## src/rtl/path_pkg.sv

```systemverilog
// Shared types for the path sequencer: node ID type, invalid-node marker, sequencer states.
package path_pkg;

  localparam int NODE_W = 5;

  typedef logic [NODE_W-1:0] node_t;

  localparam node_t INVALID_NODE = {NODE_W{1'b1}};

  typedef enum logic [1:0] {
    IDLE = 2'd0,
    RUN  = 2'd1,
    DONE = 2'd2
  } seq_state_t;

endpackage

```

## src/rtl/path_mem.sv

```systemverilog
// Path register file: one synchronous write port, three combinational guarded read ports.
// Reads at or beyond the stored length return the all-ones invalid node; no backpressure.
module path_mem #(
  parameter int  NODE_W = path_pkg::NODE_W,
  parameter int  DEPTH  = 32,
  localparam int PTR_W  = $clog2(DEPTH)
) (
  input  logic              clk_3125k,
  input  logic              i_wr_en,
  input  logic [PTR_W-1:0]  i_wr_addr,
  input  logic [NODE_W-1:0] i_wr_node,
  input  logic [PTR_W:0]    i_len,
  input  logic [PTR_W:0]    i_rd0_addr,
  input  logic [PTR_W:0]    i_rd1_addr,
  input  logic [PTR_W:0]    i_rd2_addr,
  output logic [NODE_W-1:0] o_rd0_node,
  output logic [NODE_W-1:0] o_rd1_node,
  output logic [NODE_W-1:0] o_rd2_node
);
  import path_pkg::*;

  localparam logic [NODE_W-1:0] NODE_INV = {NODE_W{1'b1}};

  logic [NODE_W-1:0] r_mem [DEPTH];

  always_ff @(posedge clk_3125k) begin
    if (i_wr_en) r_mem[i_wr_addr] <= i_wr_node;
  end

  // Addresses are one bit wider than the index so cursor-1 at 0 wraps far past i_len.
  assign o_rd0_node = (i_rd0_addr < i_len) ? r_mem[i_rd0_addr[PTR_W-1:0]] : NODE_INV;
  assign o_rd1_node = (i_rd1_addr < i_len) ? r_mem[i_rd1_addr[PTR_W-1:0]] : NODE_INV;
  assign o_rd2_node = (i_rd2_addr < i_len) ? r_mem[i_rd2_addr[PTR_W-1:0]] : NODE_INV;

endmodule

```

## src/rtl/path_sequencer.sv

```systemverilog
// Loadable path cursor presenting registered prev/curr/next node IDs; node outputs lag the cursor
// by one cycle, pulses act in the cycle sampled (no backpressure). PATH_SEQ_REVERSE_EN adds rev.
module path_sequencer #(
  parameter int  NODE_W = path_pkg::NODE_W,
  parameter int  DEPTH  = 32,
  localparam int PTR_W  = $clog2(DEPTH)
) (
  input  logic              clk_3125k,
  input  logic              rst_n,
  input  logic              clr,
  input  logic              wr_en,
  input  logic [NODE_W-1:0] wr_node,
  input  logic              start,
  input  logic              advance,
`ifdef PATH_SEQ_REVERSE_EN
  input  logic              rev,
`endif
  output logic [NODE_W-1:0] prev_node,
  output logic [NODE_W-1:0] curr_node,
  output logic [NODE_W-1:0] next_node,
  output logic [PTR_W-1:0]  cursor,
  output logic [PTR_W:0]    path_len,
  output logic              busy,
  output logic              done,
  output logic              err_overflow,
  output logic              err_empty
);
  import path_pkg::*;

  localparam logic [NODE_W-1:0] NODE_INV = {NODE_W{1'b1}};

  seq_state_t        r_state;
  logic [PTR_W-1:0]  r_cursor;
  logic [PTR_W:0]    r_len;
  logic              r_rev;
  logic              r_busy, r_done, r_err_ovf, r_err_empty;
  logic [NODE_W-1:0] r_prev, r_curr, r_next;

  logic              w_rev_in;
  logic              w_full;
  logic              w_at_end;
  logic              w_wr_en;
  logic [PTR_W:0]    w_len_m1;
  logic [PTR_W-1:0]  w_start_cur;
  logic [PTR_W:0]    w_addr_lo, w_addr_mid, w_addr_hi;
  logic [NODE_W-1:0] w_rd_lo, w_rd_mid, w_rd_hi;

`ifdef PATH_SEQ_REVERSE_EN
  assign w_rev_in = rev;
`else
  assign w_rev_in = 1'b0;
`endif

  assign w_full      = (r_len == (PTR_W+1)'(DEPTH));
  assign w_len_m1    = r_len - (PTR_W+1)'(1);
  assign w_start_cur = w_rev_in ? w_len_m1[PTR_W-1:0] : '0;
  assign w_at_end    = r_rev ? (r_cursor == '0) : ({1'b0, r_cursor} == w_len_m1);
  // Writes lose to clr and start in the same cycle and only land while idle.
  assign w_wr_en     = (r_state == IDLE) && !clr && !start && wr_en && !w_full;

  assign w_addr_lo  = {1'b0, r_cursor} - (PTR_W+1)'(1);
  assign w_addr_mid = {1'b0, r_cursor};
  assign w_addr_hi  = {1'b0, r_cursor} + (PTR_W+1)'(1);

  path_mem #(
    .NODE_W (NODE_W),
    .DEPTH  (DEPTH)
  ) u_mem (
    .clk_3125k  (clk_3125k),
    .i_wr_en    (w_wr_en),
    .i_wr_addr  (r_len[PTR_W-1:0]),
    .i_wr_node  (wr_node),
    .i_len      (r_len),
    .i_rd0_addr (w_addr_lo),
    .i_rd1_addr (w_addr_mid),
    .i_rd2_addr (w_addr_hi),
    .o_rd0_node (w_rd_lo),
    .o_rd1_node (w_rd_mid),
    .o_rd2_node (w_rd_hi)
  );

  always_ff @(posedge clk_3125k) begin
    if (!rst_n || clr) begin
      r_state     <= IDLE;
      r_len       <= '0;
      r_cursor    <= '0;
      r_rev       <= 1'b0;
      r_busy      <= 1'b0;
      r_done      <= 1'b0;
      r_err_ovf   <= 1'b0;
      r_err_empty <= 1'b0;
    end else begin
      case (r_state)
        IDLE: begin
          if (start) begin
            if (r_len != '0) begin
              r_state  <= RUN;
              r_cursor <= w_start_cur;
              r_rev    <= w_rev_in;
              r_busy   <= 1'b1;
            end else begin
              r_err_empty <= 1'b1;
            end
          end else if (wr_en) begin
            if (w_full) r_err_ovf <= 1'b1;
            else        r_len     <= r_len + (PTR_W+1)'(1);
          end
        end
        RUN: begin
          if (advance) begin
            if (w_at_end) begin
              r_state <= DONE;
              r_busy  <= 1'b0;
              r_done  <= 1'b1;
            end else begin
              r_cursor <= r_rev ? r_cursor - PTR_W'(1) : r_cursor + PTR_W'(1);
            end
          end
        end
        DONE: begin
          if (start) begin
            r_state  <= RUN;
            r_cursor <= w_start_cur;
            r_rev    <= w_rev_in;
            r_busy   <= 1'b1;
            r_done   <= 1'b0;
          end
        end
        default: r_state <= IDLE;
      endcase
    end
  end

  // Reverse traversal swaps which neighbour is presented as next versus prev.
  always_ff @(posedge clk_3125k) begin
    if (!rst_n || clr || r_state == IDLE) begin
      r_prev <= NODE_INV;
      r_curr <= NODE_INV;
      r_next <= NODE_INV;
    end else begin
      r_prev <= r_rev ? w_rd_hi : w_rd_lo;
      r_curr <= w_rd_mid;
      r_next <= r_rev ? w_rd_lo : w_rd_hi;
    end
  end

  assign prev_node    = r_prev;
  assign curr_node    = r_curr;
  assign next_node    = r_next;
  assign cursor       = r_cursor;
  assign path_len     = r_len;
  assign busy         = r_busy;
  assign done         = r_done;
  assign err_overflow = r_err_ovf;
  assign err_empty    = r_err_empty;

endmodule

```

## config.mk

```make
export PLATFORM = sky130hd
export DESIGN_NAME = path_sequencer
export DESIGN_NICKNAME = d
export VERILOG_FILES = /design/src/rtl/path_pkg.sv /design/src/rtl/path_mem.sv /design/src/rtl/path_sequencer.sv
export SDC_FILE = /design/constraint.sdc
export NUM_CORES = 1
export LEC_CHECK = 0
export CAP_MARGIN = 20
export CORE_UTILIZATION = 30
export CTS_CLUSTER_SIZE = 10
export DETAILED_ROUTE_END_ITERATION = 6
export GPL_TIMING_DRIVEN = 0
export PLACE_DENSITY = 0.53
export SLEW_MARGIN = 20
export SYNTH_ARGS = -nofsm -noshare
export SYNTH_HDL_FRONTEND = slang
export SYNTH_HIERARCHICAL = 1
export SYNTH_SLANG_ARGS = --single-unit
```

## constraint.sdc

```tcl
create_clock -name clk_3125k -period 2.86 [get_ports clk_3125k]
set_input_delay 0.715 -clock clk_3125k [delete_from_list [all_inputs] [get_ports clk_3125k]]
set_output_delay 0.715 -clock clk_3125k [all_outputs]
set_load 0.005 [all_outputs]
```

==> reports/metrics.cfg, run 1 <==
[status]
status = finished clean

[floorplan]
die_area_um2 = 36620
start_util_pct = 30.84
coreArea_um2 = 34880
die_w_um = 191.4
die_y_um = 191.4
io_pins = 41
rows = 68

[setup_path]
crit_chain = ha_2, xor2_4, buf_4, mux4_2, a22o_1, nor2_1, a22oi_1, or3_1
cp_slowest_cell = dfxtp_2
crit_fanout = 10
cp-end-kind = flop
max_stage_delay_ns = 0.45
path_class = flop to flop
cp.arrival_ns = 3.15
cp.required_ns = 3.19
startpoint_type = flop

[timing]
worst_pin_slew_ns = 0.9760
worst_slack_ns = 0.04009
maxSlewViolCount = 0
fmax_mhz = 354.6
finClkSkew_ns = 0.01634
final.min_clock_period_ns = 2.820
final_hold_viol_count = 0
setup_viol = 0
period_share_pct = 98.60
max_slew_margin_pct = 34.69
grt_setup_unrepaired = yes

[yosys]
synth_enable_flop_cells = 160
netlist_top_cells_area = edfxtp_1 (45%), mux4_2 (21%), dfxtp_1 (6.0%), mux4_1 (3.7%), a22oi_1 (2.7%)
ys_seq_area_share_pct = 50.62
avgSynthCellArea_um2 = 15.00
yosysMostFrequentCell = edfxtp_1
ys.warnings.count = 6
synth_area_um2 = 10760
synth.net_count = 747
yosys.area.top_type_share_pct = 44.66
synthTopCellsByCount = edfxtp_1 (160), mux4_2 (101), nor2_1 (76)
synth_top_area_cell = edfxtp_1
synthArstFlopShare_pct = 0
synth_flop_cell = edfxtp_1
ys_seq_elements = 192
synthCells = 717
ys_types = 53

[final_layout]
nNetsFinal = 818
num-fill-cells = 3284
drive_above_1_share_pct = 34.21
design_area_um2 = 12890
area_growth_pct = 19.84
utilization_pct = 36.96
n_antenna_cell = 0

[clock_network]
cts_buffers = 17
ctsHoldBuffers = 0
clk_latency_ns = 0.44
cts_sinks = 192
path_clk_slew_ns = 0.08
htree_levels = 4
ctsLongestPathBuffers = 2
root_buffer = clkbuf_16
cts_tree = built

[power]
combPwrFrac_pct = 2.6
switching_power_mw = 1.188
power.density_nw_per_um2 = 424.8
swShare_pct = 21.69
pwr-share-seq_pct = 55.3
p_leak_nw = 4.120
internal-power_mw = 4.289
peakVddDrop_mv = 0.3188
p_clk_share_pct = 42.1

[grt]
grt_usage_pct = 18.24
grt_max_degree = 33
antenna_found_initial = 0
grt_pass1_vias = 7195
grt_overflow = 0
grt_pass1_wl_um = 47560

[routing]
avgViaCountPerCell = 5.830
ant_nets = 0
wl_per_cell_um = 25.80
drt-total-wl_um = 32410
drcViolationCount = 0
drt_iter0_drc = 848
first_pass_iters = 5
vias = 7323

[placement]
gp_congestion = 0.9109
post_dp_cell_area_um2 = 11720
port-buffer-count = 40
dp_hpwl_um = 23210
dp_slack_ns = -1.160

[run]
drv_cap = 0

[hold_path]
hp-class = flop to flop

[layout make-up]
type                    count  area (µm²)  area share (%)
well taps                 455       569.3           4.416
inverters                  18       71.32          0.5532
multi-input cells         456        5365           41.61
clock inverters            14       128.9          0.9996
plain buffers              47       357.8           2.776
flip-flops and latches    192        5469           42.42
repair buffers             56       501.7           3.892
clock buffers              18       429.2           3.329
[layer usage]
metal / wire [µm] / global-route usage, % / vias up
met5: 0 / 0 / -
met4: 1207 / 7.875 / 0
met3: 2305 / 3.451 / 67
met2: 15310 / 29.12 / 363
met1: 13590 / 24.17 / 3799
li1: - / - / 3094
[cell usage in the layout, fill, tap and decap left out, types with 7 or more instances in the layout]
master,instances
buf_2,15
a22o_1,22
nand2b_1,7
a22oi_1,30
clkbuf_1,11
or3_1,14
edfxtp_1,160
clkdlybuf4s50_1,34
a21oi_1,11
a22oi_2,9
buf_6,10
clkbuf_16,17
nor2b_1,9
ha_1,16
mux4_1,14
nand3_1,7
a31oi_1,10
inv_1,18
nand2_1,23
nand3b_1,10
mux2i_1,7
nor2_2,17
buf_4,24
nor2_1,45
dfxtp_1,23
nor2_4,14
mux4_2,102
[registers in the layout (all words and copies together), names as in the netlist]
name	count
u_mem/r_mem	160
path_len	6
curr_node	5
cursor	5
next_node	5
prev_node	5
r_state	2
busy	1
done	1
err_empty	1
err_overflow	1
[kinds of logic (layout without fill, tap and decap cells)]
kind of cell	count (synthesis)	count (layout)	share of synthesized area, %
other	1	1	0.03486
XOR/XNOR	17	17	1.384
multiplexers	125	125	25.67
flip-flops	192	192	50.62
adder cells (fa/ha/maj)	19	19	2.210
AND/OR/NAND/NOR	176	176	8.258
AO/OA/AOI/OAI	118	118	8.327
buffers and inverters	69	153	3.501
[critical path, delay by kind of cell (launching register included)]
family / cells / cell delay (ns)
buffers and inverters: 1 / 0.30
DFF: 1 / 0.45
adders and majority gates: 1 / 0.29
and+or+nand+nor: 2 / 0.60
xor gates and xnor gates: 1 / 0.30
AOI/OAI and AO/OA: 2 / 0.43
muxes: 1 / 0.33
[power groups by stage]
stage	sequential (mW)	clock, mW	combinational, mW
floorplan	3.09	0	0.0556
global placement	3.10	0	0.134
detailed placement	3.10	0	0.131
CTS	3.03	2.36	0.139
global route	3.03	2.47	0.155
finish	3.03	2.31	0.142
[path summary, 6_finish.rpt]
check                          from                       to  slack (ns)  cells after the start
max          cursor[1]$_SDFFE_PP0P_  next_node[0]$_SDFF_PP1_        0.04                      8
min               done$_SDFFE_PP0P_        done$_SDFFE_PP0P_        0.46                      2
max reg2reg  cursor[1]$_SDFFE_PP0P_  next_node[0]$_SDFF_PP1_        0.04                      8
min reg2reg       done$_SDFFE_PP0P_        done$_SDFFE_PP0P_        0.46                      2
[metrics by stage]
stage | setup TNS [ns] | hold slack, ns | cells | power [mW]
after floorplan | 0 | 0.4483 | 717 | 3.149
after global placement | -161.30 | 0.4479 | 1212 | 3.231
after detailed placement | -159.56 | 0.4545 | 1212 | 3.227
after CTS | -0.03622 | 0.4664 | 1250 | 5.528
after global routing | -0.2467 | 0.4864 | 1256 | 5.648
final | 0 | 0.4574 | 1256 | 5.477
[what timing repair did]
| item | in CTS | in global routing |
|---|---|---|
| resized for setup | 102 | 35 |
| pin swaps | 5 | 10 |
| gates cloned | 0 | 0 |
| buffers inserted | 9 | 7 |
| setup endpoints to repair | 175 | 75 |
Power figures use the tool's default switching activity.
==> run 2: changes to the inputs <==
Settings changed: CAP_MARGIN 20 to default, CTS_BUF_LIST from default to sky130_fd_sc_hd__clkbuf_4.
==> run 2 against run 1 <==
  * Cell area decreased by 2.9%
  * Worst hold slack gained 0.010 ns
  * Total power decreased by 16%
  * Cell count unchanged
  * Flip-flop and latch count did not move
  * Critical path depth grew 1
  * Die area did not move
  * Clock power shrank 38%
  * Wire length decreased by 0.92%
  * Utilization is 1.1 points lower
  * Count of clock-buffer cells in the layout is the same
==> reports/metrics.cfg, run 2 (synthesis gave the netlist of run 1 again) <==
[floorplan]
coreArea_um2 = 34880  ; unchanged
rows = 68  ; unchanged
die_w_um = 191.4  ; unchanged
start_util_pct = 30.84  ; unchanged
die_area_um2 = 36620  ; unchanged
io_pins = 41  ; unchanged
die_y_um = 191.4  ; unchanged

[final_layout]
nNetsFinal = 817  ; -0.12%
multi_input_area_um2 = 5279  ; -1.6%
final_common_cell = edfxtp_1
utilization_pct = 35.88  ; -1.1 points
final_cell_mix = edfxtp_1 (160), mux4_2 (102), nor2_1 (46)
num-fill-cells = 3335  ; +1.6%
final_cells = 1256  ; unchanged
seq_area_um2 = 5477  ; +0.14%
largest_reg_flops = 160  ; unchanged
drive_above_1_share_pct = 33.38  ; -0.83 points
top_register = u_mem/r_mem
area_growth_pct = 16.35

[timing]
fmax_mhz = 350.3  ; -1.2%
maxSlewViolCount = 0  ; unchanged
setup_viol = 0  ; unchanged
max_slew_margin_pct = 34.97  ; +0.27 points
hold_slack_ns = 0.4677  ; +0.01031 ns
period_share_pct = 99.82  ; +1.2 points
worst_pin_slew_ns = 0.9719  ; -0.004080 ns
fin_tns_setup_ns = 0  ; unchanged
grt_setup_unrepaired = yes
final_hold_viol_count = 0  ; unchanged
finClkSkew_ns = 0.04422  ; +0.02787 ns
final.min_clock_period_ns = 2.855  ; +0.03501 ns

[routing]
drcViolationCount = 0  ; unchanged
drt_iter0_drc = 848  ; unchanged
ant_nets = 0  ; unchanged
vias = 7278  ; -0.61%
first_pass_iters = 5  ; unchanged
avgViaCountPerCell = 5.795  ; -0.61%
wl_per_cell_um = 25.57  ; -0.92%
drt-total-wl_um = 32110  ; -0.92%

[placement]
dp_hpwl_um = 23210  ; unchanged
placed_cells = 1212  ; unchanged
port-buffer-count = 40  ; unchanged
gp_congestion = 0.9109  ; unchanged

[hold_path]
hold-path-cell-count = 2  ; unchanged
hp-class = flop to flop

[clock_network]
root_buffer = clkbuf_4
ctsLongestPathBuffers = 2  ; unchanged
clk_latency_ns = 0.62  ; +0.18 ns
htree_levels = 4  ; unchanged
path_clk_slew_ns = 0.19  ; +0.11 ns
cts_tree = built
cts_sinks = 192  ; unchanged
cts_buffers = 17  ; unchanged
ctsHoldBuffers = 0  ; unchanged

[power]
total_power_mw = 4.595  ; -16%
p_clk_share_pct = 31.1  ; -11 points
pwr-share-seq_pct = 65.9  ; +11 points
power.density_nw_per_um2 = 367.1  ; -14%
swShare_pct = 23.28  ; +1.6 points
p_leak_nw = 3.967  ; -3.7%
internal-power_mw = 3.525  ; -18%
combPwrFrac_pct = 3.0  ; +0.4 points
peakVddDrop_mv = 0.1850  ; -42%
switching_power_mw = 1.070  ; -9.9%

[grt]
grt_usage_pct = 18.11  ; -0.14 points
grt_max_degree = 33  ; unchanged
grt_pass1_wl_um = 47200  ; -0.75%
grt_pass1_vias = 7102  ; -1.3%
grt_overflow = 0  ; unchanged
antenna_found_initial = 2  ; +2

[setup_path]
crit_fanout = 10  ; unchanged
path_class = flop to flop
critPathTopFamily = simple AND/OR/NAND/NOR gates
startpoint_type = flop
cp_slowest_cell = mux4_2
crit_buf_inv = 3  ; +2
crit_cells = 9  ; +1
max_stage_delay_ns = 0.52  ; +0.07 ns
r2r_cells = 9  ; +1
cp-end-kind = flop
cp.required_ns = 3.34  ; +0.15 ns
cp.arrival_ns = 3.33  ; +0.18 ns
crit_chain = clkinvlp_4, ha_2, inv_1, buf_2, mux4_2, nand2b_1, a211oi_1, a31oi_1, or3_4

[run]
drv_cap = 0  ; unchanged

[status]
status = finished clean

-- run 2: power groups by stage --
stage	combinational, mW	clock, mW	sequential, mW
floorplan	0.0556	0	3.09
global placement	0.134	0	3.10
detailed placement	0.131	0	3.10
CTS	0.138	1.48	3.03
global route	0.150	1.59	3.03
finish	0.138	1.43	3.03
-- run 2: worst paths after layout --
check	from	end	slack [ns]
hold reg to reg	done$_SDFFE_PP0P_	done$_SDFFE_PP0P_	0.47
hold / removal	done$_SDFFE_PP0P_	done$_SDFFE_PP0P_	0.47
setup reg to reg	cursor[0]$_SDFFE_PP0P_	prev_node[3]$_SDFF_PP1_	0.005
setup / recovery	cursor[0]$_SDFFE_PP0P_	prev_node[3]$_SDFF_PP1_	0.005
-- run 2: per-layer routing --
metal	global-route usage, %	up-vias	routed length (µm)
li1	-	3089	-
met1	24.33	3765	13580
met2	29.29	363	15260
met3	2.919	61	2192
met4	6.929	0	1076
met5	0	-	0
-- run 2: worst reg2reg max path, stage by stage (launching register included) --
cell and delay [ns]:
dfxtp_4 0.41, clkinvlp_4 0.14, ha_2 0.38, inv_1 0.10, buf_2 0.26, mux4_2 0.53, nand2b_1 0.15, a211oi_1 0.27
a31oi_1 0.07, or3_4 0.40
-- run 2: what timing repair did --
| item | 4_1_cts | 5_1_grt |
|---|---|---|
| gates resized for setup | 87 | 36 |
| pin swaps | 6 | 11 |
| buffers inserted | 10 | 5 |
| endpoints found under the setup margin | 177 | 130 |
-- run 2: cell type report --
type	count	area share [%]
clock inverter	14	1.030
timing repair buffer	55	3.928
buffer	47	2.899
antenna	1	0.01999
sequential	192	43.75
tap	455	4.548
clock buffer	18	1.080
multi-input combinational	456	42.17
inverter	18	0.5698
-- run 2: per-stage QoR --
step | area, µm² | worst slack, ns
floorplan | 10770 | 0.03188
global placement | 11740 | -1.174
detailed placement | 11720 | -1.160
CTS | 12350 | -0.07042
global route | 12520 | -0.1269
finish | 12520 | 0.005079
==> run 3: changes to the inputs <==
Settings changed: SYNTH_HIERARCHICAL 1 to default.
==> run 3 against run 2 <==
  * Non-clock buffer count up 5
  * Utilization about the same
  * Area after synthesis down 1.6%
  * Register-to-register slack better by 0.07 ns
  * Synthesized cell count up 2.0%
  * Largest power group unchanged
  * Combinational power down 20%
  * Maximum frequency up 2.4%
==> reports/metrics.cfg, run 3 <==
[timing]
maxSlewViolCount = 0  ; unchanged
worst_pin_slew_ns = 0.7162  ; -0.2557 ns
grt_setup_unrepaired = no
hold_slack_ns = 0.4841  ; +0.01647 ns
fmax_mhz = 358.8  ; +2.4%
max_slew_margin_pct = 52.25  ; +17 points
fin_tns_setup_ns = 0  ; unchanged
finClkSkew_ns = 0.04121  ; -0.003007 ns
setup_viol = 0  ; unchanged
period_share_pct = 97.46  ; -2.4 points
final.min_clock_period_ns = 2.787  ; -0.06763 ns
final_hold_viol_count = 0  ; unchanged

[clock_network]
path_clk_slew_ns = 0.16  ; -0.03 ns
cts_tree = built
ctsLongestPathBuffers = 2  ; unchanged
root_buffer = clkbuf_4
ctsHoldBuffers = 0  ; unchanged
htree_levels = 4  ; unchanged
cts_sinks = 192  ; unchanged
clk_latency_ns = 0.63  ; about the same
cts_buffers = 17  ; unchanged

[routing]
vias = 7376  ; +1.3%
first_pass_iters = 5  ; unchanged
drt-total-wl_um = 33780  ; +5.2%
avgViaCountPerCell = 5.803  ; +0.15%
wl_per_cell_um = 26.58  ; +4.0%
drcViolationCount = 0  ; unchanged
ant_nets = 0  ; unchanged
drt_iter0_drc = 765  ; -9.8%

[yosys]
synth_area_um2 = 10580  ; -1.6%
avgSynthCellArea_um2 = 14.48  ; -3.5%
synth_top_area_cell = edfxtp_1
yosysMostFrequentCell = edfxtp_1
synthTopCellsByCount = edfxtp_1 (160), mux4_2 (125), nand2_1 (108)
synth_enable_flop_cells = 160  ; unchanged
ys_types = 46  ; -13%
synth_flop_cell = edfxtp_1
yosys.area.top_type_share_pct = 45.40  ; +0.73 points
ys_seq_area_share_pct = 51.45  ; +0.83 points
synth.net_count = 765  ; +2.4%
ys_seq_elements = 192  ; unchanged
synthCells = 731  ; +2.0%
synthArstFlopShare_pct = 0  ; unchanged
ys.warnings.count = 0  ; -6
netlist_top_cells_area = edfxtp_1 (45%), mux4_2 (27%), dfxtp_1 (6.1%), nand2_1 (3.8%), ha_1 (2.7%)

[floorplan]
die_area_um2 = 36040  ; -1.6%
coreArea_um2 = 34630  ; -0.73%
rows = 68  ; unchanged
die_y_um = 189.8  ; -0.80%
io_pins = 41  ; unchanged
start_util_pct = 30.56  ; -0.27 points
die_w_um = 189.8  ; -0.80%

[placement]
dp_hpwl_um = 24150  ; +4.0%
port-buffer-count = 40  ; unchanged
placed_cells = 1226  ; +1.2%
gp_congestion = 0.9283  ; +1.9%

[final_layout]
drive_above_1_share_pct = 33.37  ; about the same
final_cells = 1271  ; +1.2%
utilization_pct = 35.84  ; -0.039 points
area_growth_pct = 17.27
final_cell_mix = edfxtp_1 (160), mux4_2 (125), nand2_1 (104)
top_register = u_mem.r_mem
nNetsFinal = 836  ; +2.3%
num-fill-cells = 3309  ; -0.78%
largest_reg_flops = 160  ; unchanged
final_common_cell = edfxtp_1

[status]
status = finished clean

[run]
drv_cap = 0  ; unchanged

[power]
power.density_nw_per_um2 = 369.2  ; +0.58%
p_leak_nw = 3.826  ; -3.6%
total_power_mw = 4.582  ; -0.27%
peakVddDrop_mv = 0.1966  ; +6.2%

[grt]
grt_pass1_vias = 7343  ; +3.4%
grt_pass1_wl_um = 49650  ; +5.2%
grt_usage_pct = 19.31  ; +1.2 points
antenna_found_initial = 1  ; -1
grt_max_degree = 33  ; unchanged
grt_overflow = 0  ; unchanged

[setup_path]
path_class = flop to flop
cp.required_ns = 3.38  ; +0.04 ns
crit_fanout = 5  ; -5
cp-end-kind = flop
cp.arrival_ns = 3.30  ; -0.03 ns
startpoint_type = flop

[hold_path]
hp-class = flop to flop

[run 3: kinds of logic (layout without fill, tap and decap cells)]
logic type	Yosys count	count (layout)	share of synthesized area, %
buf+inv	69	153	2.908
simple gates	227	227	9.528
flops	192	192	51.45
xor+xnor	15	15	1.241
mux	130	130	27.07
other cells	0	1	0
fa+ha+maj	23	23	2.719
compound gates	75	75	5.083
[run 3: path summary, 6_finish.rpt]
kind                          startpoint                 endpoint  slack, ns  depth (start not counted)
setup / recovery  cursor[0]$_SDFFE_PP0P_  prev_node[4]$_SDFF_PP1_       0.07                         15
hold / removal         done$_SDFFE_PP0P_        done$_SDFFE_PP0P_       0.48                          2
setup reg to reg  cursor[0]$_SDFFE_PP0P_  prev_node[4]$_SDFF_PP1_       0.07                         15
hold reg to reg        done$_SDFFE_PP0P_        done$_SDFFE_PP0P_       0.48                          2
[run 3: layout make-up]
cell class | instances | area (µm²) | area share (%)
diodes | 1 | 2.502 | 0.02016
plain buffers | 50 | 366.6 | 2.954
clock buffers | 17 | 127.6 | 1.028
clock inverters | 15 | 127.6 | 1.028
inverters | 14 | 68.82 | 0.5544
multi-input cells | 470 | 5180 | 41.73
flip-flops and latches | 192 | 5455 | 43.95
well taps | 455 | 569.3 | 4.587
repair buffers | 57 | 514.2 | 4.143
[run 3: report_power, final]
part | internal, mW | switching [mW] | total [mW]
combinational | 0.0325 | 0.0786 | 0.111
sequential | 3.03 | 0.00516 | 3.03
clock | 0.375 | 1.06 | 1.44
total | 3.43 | 1.15 | 4.58
[run 3: per-layer routing]
metal  part of all wire [%]  up-vias  routed length (µm)  global-route usage, %
li1                       -     3053                   -                      -
met1                     41     3887               13780                  25.75
met2                     49      379               16480                  31.72
met3                    7.4       57                2504                  3.062
met4                    3.0        0                1022                  6.979
met5                      0        -                   0                      0
[run 3: timing repair]
item	CTS	global route
setup endpoints to repair	173	172
setup buffers	17	0
resized for setup	112	28
pin swaps	6	8
endpoints found under the hold margin	0	0
[run 3: through the flow]
stage,setup slack (ns),cell area [µm²]
after floorplan,-0.1237,10680
after global placement,-1.120,11650
after detailed placement,-1.119,11630
after CTS,-0.08185,12400
after global routing,0.004117,12410
final,0.07271,12410
[run 3: critical path, cell delays in order (launching register included)]
cell,delay (ns)
dfxtp_4,0.42
buf_12,0.11
buf_12,0.09
buf_12,0.10
inv_8,0.03
ha_4,0.33
buf_12,0.12
buf_12,0.12
inv_6,0.03
ha_4,0.19
nor2b_1,0.12
o21a_1,0.17
o21ai_1,0.13
a21o_1,0.16
nand3b_1,0.27
o22a_1,0.29
